===== config.mk =====
export PLATFORM = sky130hd
export DESIGN_NAME = card_dealer
export DESIGN_NICKNAME = d
export VERILOG_FILES = /design/src/rtl/card_dealer.sv
export SDC_FILE = /design/constraint.sdc
export NUM_CORES = 1
export LEC_CHECK = 0
export ABC_CLOCK_PERIOD_IN_PS = 4900
export CORE_ASPECT_RATIO = 1.1
export CORE_UTILIZATION = 35
export CTS_BUF_LIST = sky130_fd_sc_hd__clkbuf_4 sky130_fd_sc_hd__clkbuf_8
export DETAILED_ROUTE_END_ITERATION = 10
export GPL_ROUTABILITY_DRIVEN = 0
export PLACE_DENSITY = 0.57
export SLEW_MARGIN = 20
export SYNTH_ARGS = -nofsm -noshare
export SYNTH_HDL_FRONTEND = slang
export SYNTH_SLANG_ARGS = --single-unit

===== constraint.sdc =====
create_clock -name clk_50M -period 4.9 [get_ports clk_50M]
set_input_delay 0.49 -clock clk_50M [delete_from_list [all_inputs] [get_ports clk_50M]]
set_output_delay 0.49 -clock clk_50M [all_outputs]
set_load 0.005 [all_outputs]

===== src/rtl/card_dealer.sv =====
// Card dealer: reduces a free-running seed modulo 13 and draws one card from a finite shoe.
// Optional macro DEALER_AUTO_RESHUFFLE_EN: an empty-shoe request refills the shoe and deals instead of rejecting.
module card_dealer #(
  parameter int unsigned WIDTH = 12,
  parameter int unsigned DECKS = 1
) (
  input  logic             clk_50M,
  input  logic             i_Reset,
  input  logic [WIDTH-1:0] i_Seed,
  input  logic             i_Req,
  input  logic             i_Shuffle,
  output logic             o_Valid,
  output logic             o_Reject,
  output logic [3:0]       o_Rank,
  output logic [3:0]       o_Value,
  output logic [7:0]       o_CardsLeft,
  output logic             o_DeckEmpty,
  output logic             o_Busy
);

  localparam int unsigned NRANK = 13;
  localparam int unsigned LIMIT = 4 * DECKS;
  localparam int unsigned CW    = $clog2(LIMIT + 1);
  localparam int unsigned FULL  = 52 * DECKS;
`ifdef DEALER_AUTO_RESHUFFLE_EN
  localparam bit AUTO_RESHUFFLE = 1'b1;
`else
  localparam bit AUTO_RESHUFFLE = 1'b0;
`endif

  typedef enum logic [2:0] {IDLE, SHUFFLE, REDUCE, PROBE, DONE} state_t;

  state_t                    state_q, state_nx;
  logic [WIDTH-1:0]          mod_q, mod_nx;
  logic [3:0]                idx_q, idx_nx;
  logic                      auto_q, auto_nx;
  logic [NRANK-1:0][CW-1:0]  counts_q;
  logic                      clr_counts, inc_count;
  logic [3:0]                rank_nx, value_nx;
  logic [7:0]                left_nx;
  logic                      valid_nx, reject_nx;

  // Blackjack value of a zero-based rank index
  function automatic logic [3:0] card_value(input logic [3:0] idx);
    if (idx == 4'd0)       return 4'd11;
    else if (idx >= 4'd10) return 4'd10;
    else                   return idx + 4'd1;
  endfunction

  assign o_DeckEmpty = (o_CardsLeft == 8'd0);
  assign o_Busy      = (state_q != IDLE);

  always_ff @(posedge clk_50M) begin
    if (i_Reset) begin
      state_q     <= IDLE;
      mod_q       <= '0;
      idx_q       <= '0;
      auto_q      <= 1'b0;
      counts_q    <= '0;
      o_Rank      <= '0;
      o_Value     <= '0;
      o_CardsLeft <= 8'(FULL);
      o_Valid     <= 1'b0;
      o_Reject    <= 1'b0;
    end else begin
      state_q     <= state_nx;
      mod_q       <= mod_nx;
      idx_q       <= idx_nx;
      auto_q      <= auto_nx;
      o_Rank      <= rank_nx;
      o_Value     <= value_nx;
      o_CardsLeft <= left_nx;
      o_Valid     <= valid_nx;
      o_Reject    <= reject_nx;
      if (clr_counts)     counts_q <= '0;
      else if (inc_count) counts_q[idx_q] <= counts_q[idx_q] + CW'(1);
    end
  end

  always_comb begin
    state_nx   = state_q;
    mod_nx     = mod_q;
    idx_nx     = idx_q;
    auto_nx    = auto_q;
    rank_nx    = o_Rank;
    value_nx   = o_Value;
    left_nx    = o_CardsLeft;
    valid_nx   = 1'b0;
    reject_nx  = 1'b0;
    clr_counts = 1'b0;
    inc_count  = 1'b0;
    unique case (state_q)
      IDLE: begin
        if (i_Shuffle) begin
          state_nx = SHUFFLE;
        end else if (i_Req) begin
          if (o_DeckEmpty && !AUTO_RESHUFFLE) begin
            state_nx  = DONE;
            reject_nx = 1'b1;
          end else begin
            mod_nx   = i_Seed;
            auto_nx  = o_DeckEmpty;
            state_nx = o_DeckEmpty ? SHUFFLE : REDUCE;
          end
        end
      end
      // A shuffle launched by an empty-shoe request continues straight into the deal
      SHUFFLE: begin
        clr_counts = 1'b1;
        left_nx    = 8'(FULL);
        auto_nx    = 1'b0;
        state_nx   = auto_q ? REDUCE : IDLE;
      end
      REDUCE: begin
        if (mod_q >= WIDTH'(NRANK)) begin
          mod_nx = mod_q - WIDTH'(NRANK);
        end else begin
          idx_nx   = 4'(mod_q);
          state_nx = PROBE;
        end
      end
      PROBE: begin
        if (counts_q[idx_q] < CW'(LIMIT)) begin
          inc_count = 1'b1;
          left_nx   = o_CardsLeft - 8'd1;
          rank_nx   = idx_q + 4'd1;
          value_nx  = card_value(idx_q);
          valid_nx  = 1'b1;
          state_nx  = DONE;
        end else begin
          idx_nx = (idx_q == 4'd12) ? 4'd0 : idx_q + 4'd1;
        end
      end
      DONE:    state_nx = IDLE;
      default: state_nx = IDLE;
    endcase
  end

endmodule


# == Yosys cells after proc, flatten, opt, wreduce, memory -nomap -nowiden ==
# Index checks and enable logic that the tools add are counted.
# op_classes
n_bitwise,2
n_eq_ne,12
magnitude_cmp,5
n_reduce_logical,17
add_sub_neg,4
n_mux,33
# op_table
operator,count
two-way mux 12 bit,4
bitwise mux 39 bit,1
case mux 12 bit (2 select lines),1
two-way mux 3 bit,7
two-way mux 4 bit,5
case mux 8 bit (2 select lines),1
"inequality test 2 bit, second input constant",7
binary-select mux 3 bit (select 4 bit),1
demux 3 bit (select 4 bit),1
"greater-or-equal comparator 12 x 4 -> 1 bit, second input constant",1
case mux 3 bit (4 select lines),1
"subtractor 12 x 4 -> 12 bit, second input constant",1
logical NOT 8 bit,1
two-way mux 8 bit,1
case mux 4 bit (2 select lines),1
nonzero test 2 bit,4
"subtractor 8 x 1 -> 8 bit, second input constant",1
two-way mux 1 bit,7
"equality test 3 x 2 -> 1 bit, second input constant",2
AND reduction 3 bit,2
"< comparator 4 x 5 -> 1 bit, second input constant",1
AND reduction 5 bit,1
"adder 4 x 1 -> 4 bit, second input constant",1
"equality test 4 bit, second input constant",1
17 further kinds,19
# word_totals
output_inout_bits,20
inputBits,16
reg_bits,77
word_cells,95

# == Longest topological paths before layout ==
# depth
depth_word,5
mapped_depth,10
mapped_depth_nobuf,7

# == Worst setup path before layout ==
# OpenSTA, ideal clock, no wires.
# synth_timing
path_type,register to register
from,register idx_q[0]
to,register counts_q[8] in the netlist's numbering
slack_ns,2.546
synth_period_minus_slack_ns,2.354
required_ns,4.784
n_path_buf,2
arrival_time_ns,2.237
path_stages_with_launch,10
setup_time_ns,0.116
cell_sequence,dfxtp_1 buf_4 mux4_2 a221oi_1 a31oi_1 ha_1 clkbuf_1 nand4_1 nor3_1 a31o_2
# synth_between
elab_chain_len,5
elab_cells_between_ends,12
classes_between,add/sub: 1; order compare: 3; mux: 7; reduce/logical: 1
# synth_rtl
item,line,rtl
start: declaration,35,"logic [3:0] idx_q, idx_nx;"
start signal: assignment,68,idx_q <= idx_nx;
"binary-select mux 3 bit (select 4 bit), or another cell as far along","76, 123",
two-way mux 3 bit (not written as such) / logical AND 1 bit (equally long branches),"76, 123",
< comparator 3 bit / two-way mux 3 bit (equally long branches),"123, 76",
two-way mux 1 bit / demux 3 bit (select 4 bit) (equally long branches),"123, 76",
two-way mux 1 bit / bitwise mux 39 bit (equally long branches),-,
end signal: indexed assignment,76,else if (inc_count) counts_q[idx_q] <= counts_q[idx_q] + CW'(1);
end: declaration,37,logic [NRANK-1:0][CW-1:0] counts_q;
# Parallel ways exist; a longest one is shown, timed or not. The select of a mux whose other input is x is not followed.
# A chain may end at the register's enable or synchronous reset.

# == Worst setup path after layout ==
# layout_timing
from,register idx_q[0]
to,register counts_q[17] in the netlist's numbering
# The elaborated chain is that of the path after synthesis.

==> impl_metrics.json <==
{
  "synthSimpleGateAreaFrac_pct": 20.6,
  "syn-cell-area_mm2": 0.00419,
  "postCtsSetupBuffers": 0,
  "synth_mux_area_share_pct": 10.9,
  "dp_hpwl_um": 7330,
  "cp_cell_sequence": "mux4_2, nand2_1, o2111a_2, nand3_1, a31o_2",
  "row_count": 41,
  "drt-wirelength-per-cell_um": 16.7,
  "cts_sinks": 76,
  "ir_worst_vdd_mv": 0.156,
  "synthArstFlopShare_pct": 0,
  "fin_area_mm2": 0.00483,
  "grt_pass1_vias": 3500,
  "synth_ff_type": "dfxtp_1",
  "start_kind": "register",
  "drv_slew": 0,
  "vias": 3651,
  "fmax_ghz": 0.334,
  "crit_slowest_cell": "dfxtp_1",
  "clkPwrFrac_pct": 36.9,
  "post_dp_cell_area_mm2": 0.00459,
  "fin_setup_tns_ns": 0,
  "switching_share_pct": 30.1,
  "postSynthAreaPerCell_um2": 8.81,
  "seqPwrFrac_pct": 43.1,
  "crit_path_max_incr_delay_ns": 0.87,
  "worstPathRequired_ns": 5.16,
  "synth_seq_cells": 76,
  "arrival_ns": 3.25,
  "finalPower_mw": 1.59,
  "yosysTopAreaCell": "dfxtp_1",
  "synth_nets": 501,
  "critical_path_class": "reg -> reg",
  "synth_top_area_share_pct": 36.3,
  "synth_top_family_by_area": "compound AO/OA/AOI/OAI gates",
  "cts_tree": "yes",
  "finalCritPeriodShare_pct": 61.1,
  "syn_inst": 476,
  "whs_ns": 0.462,
  "layout.nets": 515,
  "clock_latency_ns": 0.36,
  "clock_skew_ns": 0.00691,
  "multi_input_area_mm2": 0.00244,
  "grtUsageTotal_pct": 18.5,
  "coreArea_mm2": 0.0116,
  "drt_iter0_markers": 170,
  "post_synth_num_cell_types": 66,
  "postRouteAntennaNets": 0,
  "diodes": 0,
  "setup_viol": 0,
  "die_x_um": 106,
  "synth_fa_ha_area_share_pct": 2.69,
  "cts_hold_buf": 0,
  "io_buffers": 35,
  "h-tree-depth": 3,
  "grt_max_degree": 43,
  "status": "finished, final reports clean",
  "layout_commonest_cell": "dfxtp_1",
  "cts_resized": 0,
  "die_h_um": 117,
  "dr.pass1.iters": 4,
  "synth_edf_count": 0,
  "cts_buffers": 9,
  "tightest_slew_ns": 0.954,
  "power_frac_comb_pct": 20.0,
  "p_int_mw": 1.11,
  "grt_overflow": 0,
  "final_cell_mix": "dfxtp_1 (76), a21oi_1 (39), nand2_1 (38), clkdlybuf4s50_1 (35), nor2_1 (33)",
  "drive_gt1_share_pct": 10.9,
  "yosysSeqAreaShare_pct": 36.3,
  "hold_viol": 0,
  "syn_to_final_growth_pct": 15.1,
  "die-area_mm2": 0.0124,
  "ys_warn_count": 0,
  "wl_um": 10800,
  "ff_latch_area_mm2": 0.00152,
  "synth_area_leaders": "dfxtp_1 (36%), mux2i_1 (5.5%), a21oi_1 (4.7%), mux4_2 (4.3%), nand2_1 (3.4%)",
  "cts.reportedPaths.clkPinSlew_ns": 0.08,
  "grt_pass1_wl_um": 18000,
  "worstSetupEndpointType": "register",
  "fillers": 1194,
  "rsz0062_at_grt": "false",
  "finish.utilization_pct": 41.6,
  "path_max_fanout": 23,
  "grt_antenna_before_repair": 0,
  "initial_core_util_pct": 36.2,
  "clockBufferDepth": 2,
  "drt-vias-per-instance": 5.66,
  "synthXorXnorAreaFrac_pct": 0.209,
  "ios": 36,
  "min_path_type": "reg -> reg",
  "p_switching_mw": 0.479,
  "synth_compound_area_share_pct": 23.9,
  "cap_violations": 0,
  "fin_crit_ns": 2.99,
  "cts_root_buf": "clkbuf_8",
  "power_leakage_nw": 1.79,
  "drcViolationCount": 0,
  "relSlewSlack_pct": 35.8,
  "power.density_mw_per_mm2": 330
}
==> cell type report <==
class | count | share of cell area (%)
Clock inverter | 5 | 2.07
Inverter | 15 | 1.17
Sequential cell | 76 | 31.5
Clock buffer | 11 | 2.88
Multi-Input combinational cell | 349 | 50.6
Timing Repair Buffer | 39 | 7.88
Tap cell | 150 | 3.89
==> final timing paths <==
kind / start / slack (ns) / cells past startpoint / end
setup / recovery: idx_q[0] / 1.91 / 5 / counts_q[17]
hold / removal: counts_q[9] / 0.46 / 2 / counts_q[9]
setup reg to reg: idx_q[0] / 1.91 / 5 / counts_q[17]
hold reg to reg: counts_q[9] / 0.46 / 2 / counts_q[9]
==> power groups by stage <==
| stage | sequential, mW | combinational, mW | clock [mW] |
|---|---|---|---|
| after floorplan | 0.675 | 0.264 | 0 |
| after global placement | 0.699 | 0.315 | 0 |
| after detailed placement | 0.701 | 0.318 | 0 |
| after CTS | 0.686 | 0.319 | 0.601 |
| after global routing | 0.693 | 0.356 | 0.622 |
| final | 0.687 | 0.319 | 0.588 |
==> flip-flops by register name (all words and copies together), names as in the netlist <==
name,cells
idx_q,4
o_CardsLeft,8
o_Rank,4
o_Value,4
state_q,3
o_Reject,1
o_Valid,1
counts_q,39
mod_q,12
==> critical path, delay by kind of cell (launching register included) <==
family	cells	cell delay [ns]
AO/OA/AOI/OAI	2	0.87
flip-flops	1	0.87
multiplexers	1	0.61
AND/OR/NAND/NOR	2	0.53
==> kinds of logic after synthesis <==
logic type	count (synthesis)
XOR/XNOR	1
adder cells (fa/ha/maj)	9
AND/OR/NAND/NOR	169
buffers and inverters	51
AO/OA/AOI/OAI	135
multiplexers	35
flip-flops	76
==> cell usage after synthesis, types with 3 or more instances <==
cell type  number
and3_1          8
o21bai_1        3
a311oi_1        4
nand4_1         9
buf_4           3
buf_2           9
or2_2           3
nor3_1         19
a21o_1          4
mux2_2          4
o21ai_1        11
inv_1          13
o21ai_0        18
nor2b_1         4
nand2_1        38
a31o_2          3
mux4_2          8
o32ai_1         5
or4_1           4
nor2_1         33
nand2b_1       10
mux2i_1        23
a21oi_1        39
a211oi_2        4
nor4_1          6
clkbuf_1       21
ha_1            9
nand3_1        17
a221oi_1        4
o211ai_1        9
and2_1          3
dfxtp_1        76
o2111ai_1       4
or3_1           3
==> per-stage QoR <==
stage	setup slack, ns	cells
2_1_floorplan	2.55	476
3_3_place_gp	2.00	629
3_5_place_dp	1.88	629
4_1_cts	1.87	645
5_1_grt	1.67	645
6_report	1.91	645
==> per-layer routing <==
| metal | GRT usage, % | vias up | wire length [um] |
|---|---|---|---|
| met1 | 23.9 | 1747 | 4910 |
| li1 | - | 1804 | - |
| met2 | 30.9 | 82 | 5220 |
| met5 | 0 | - | 0 |
| met3 | 3.21 | 18 | 428 |
| met4 | 7.59 | 0 | 214 |
Note: power is estimated with default switching activity, not from simulation.
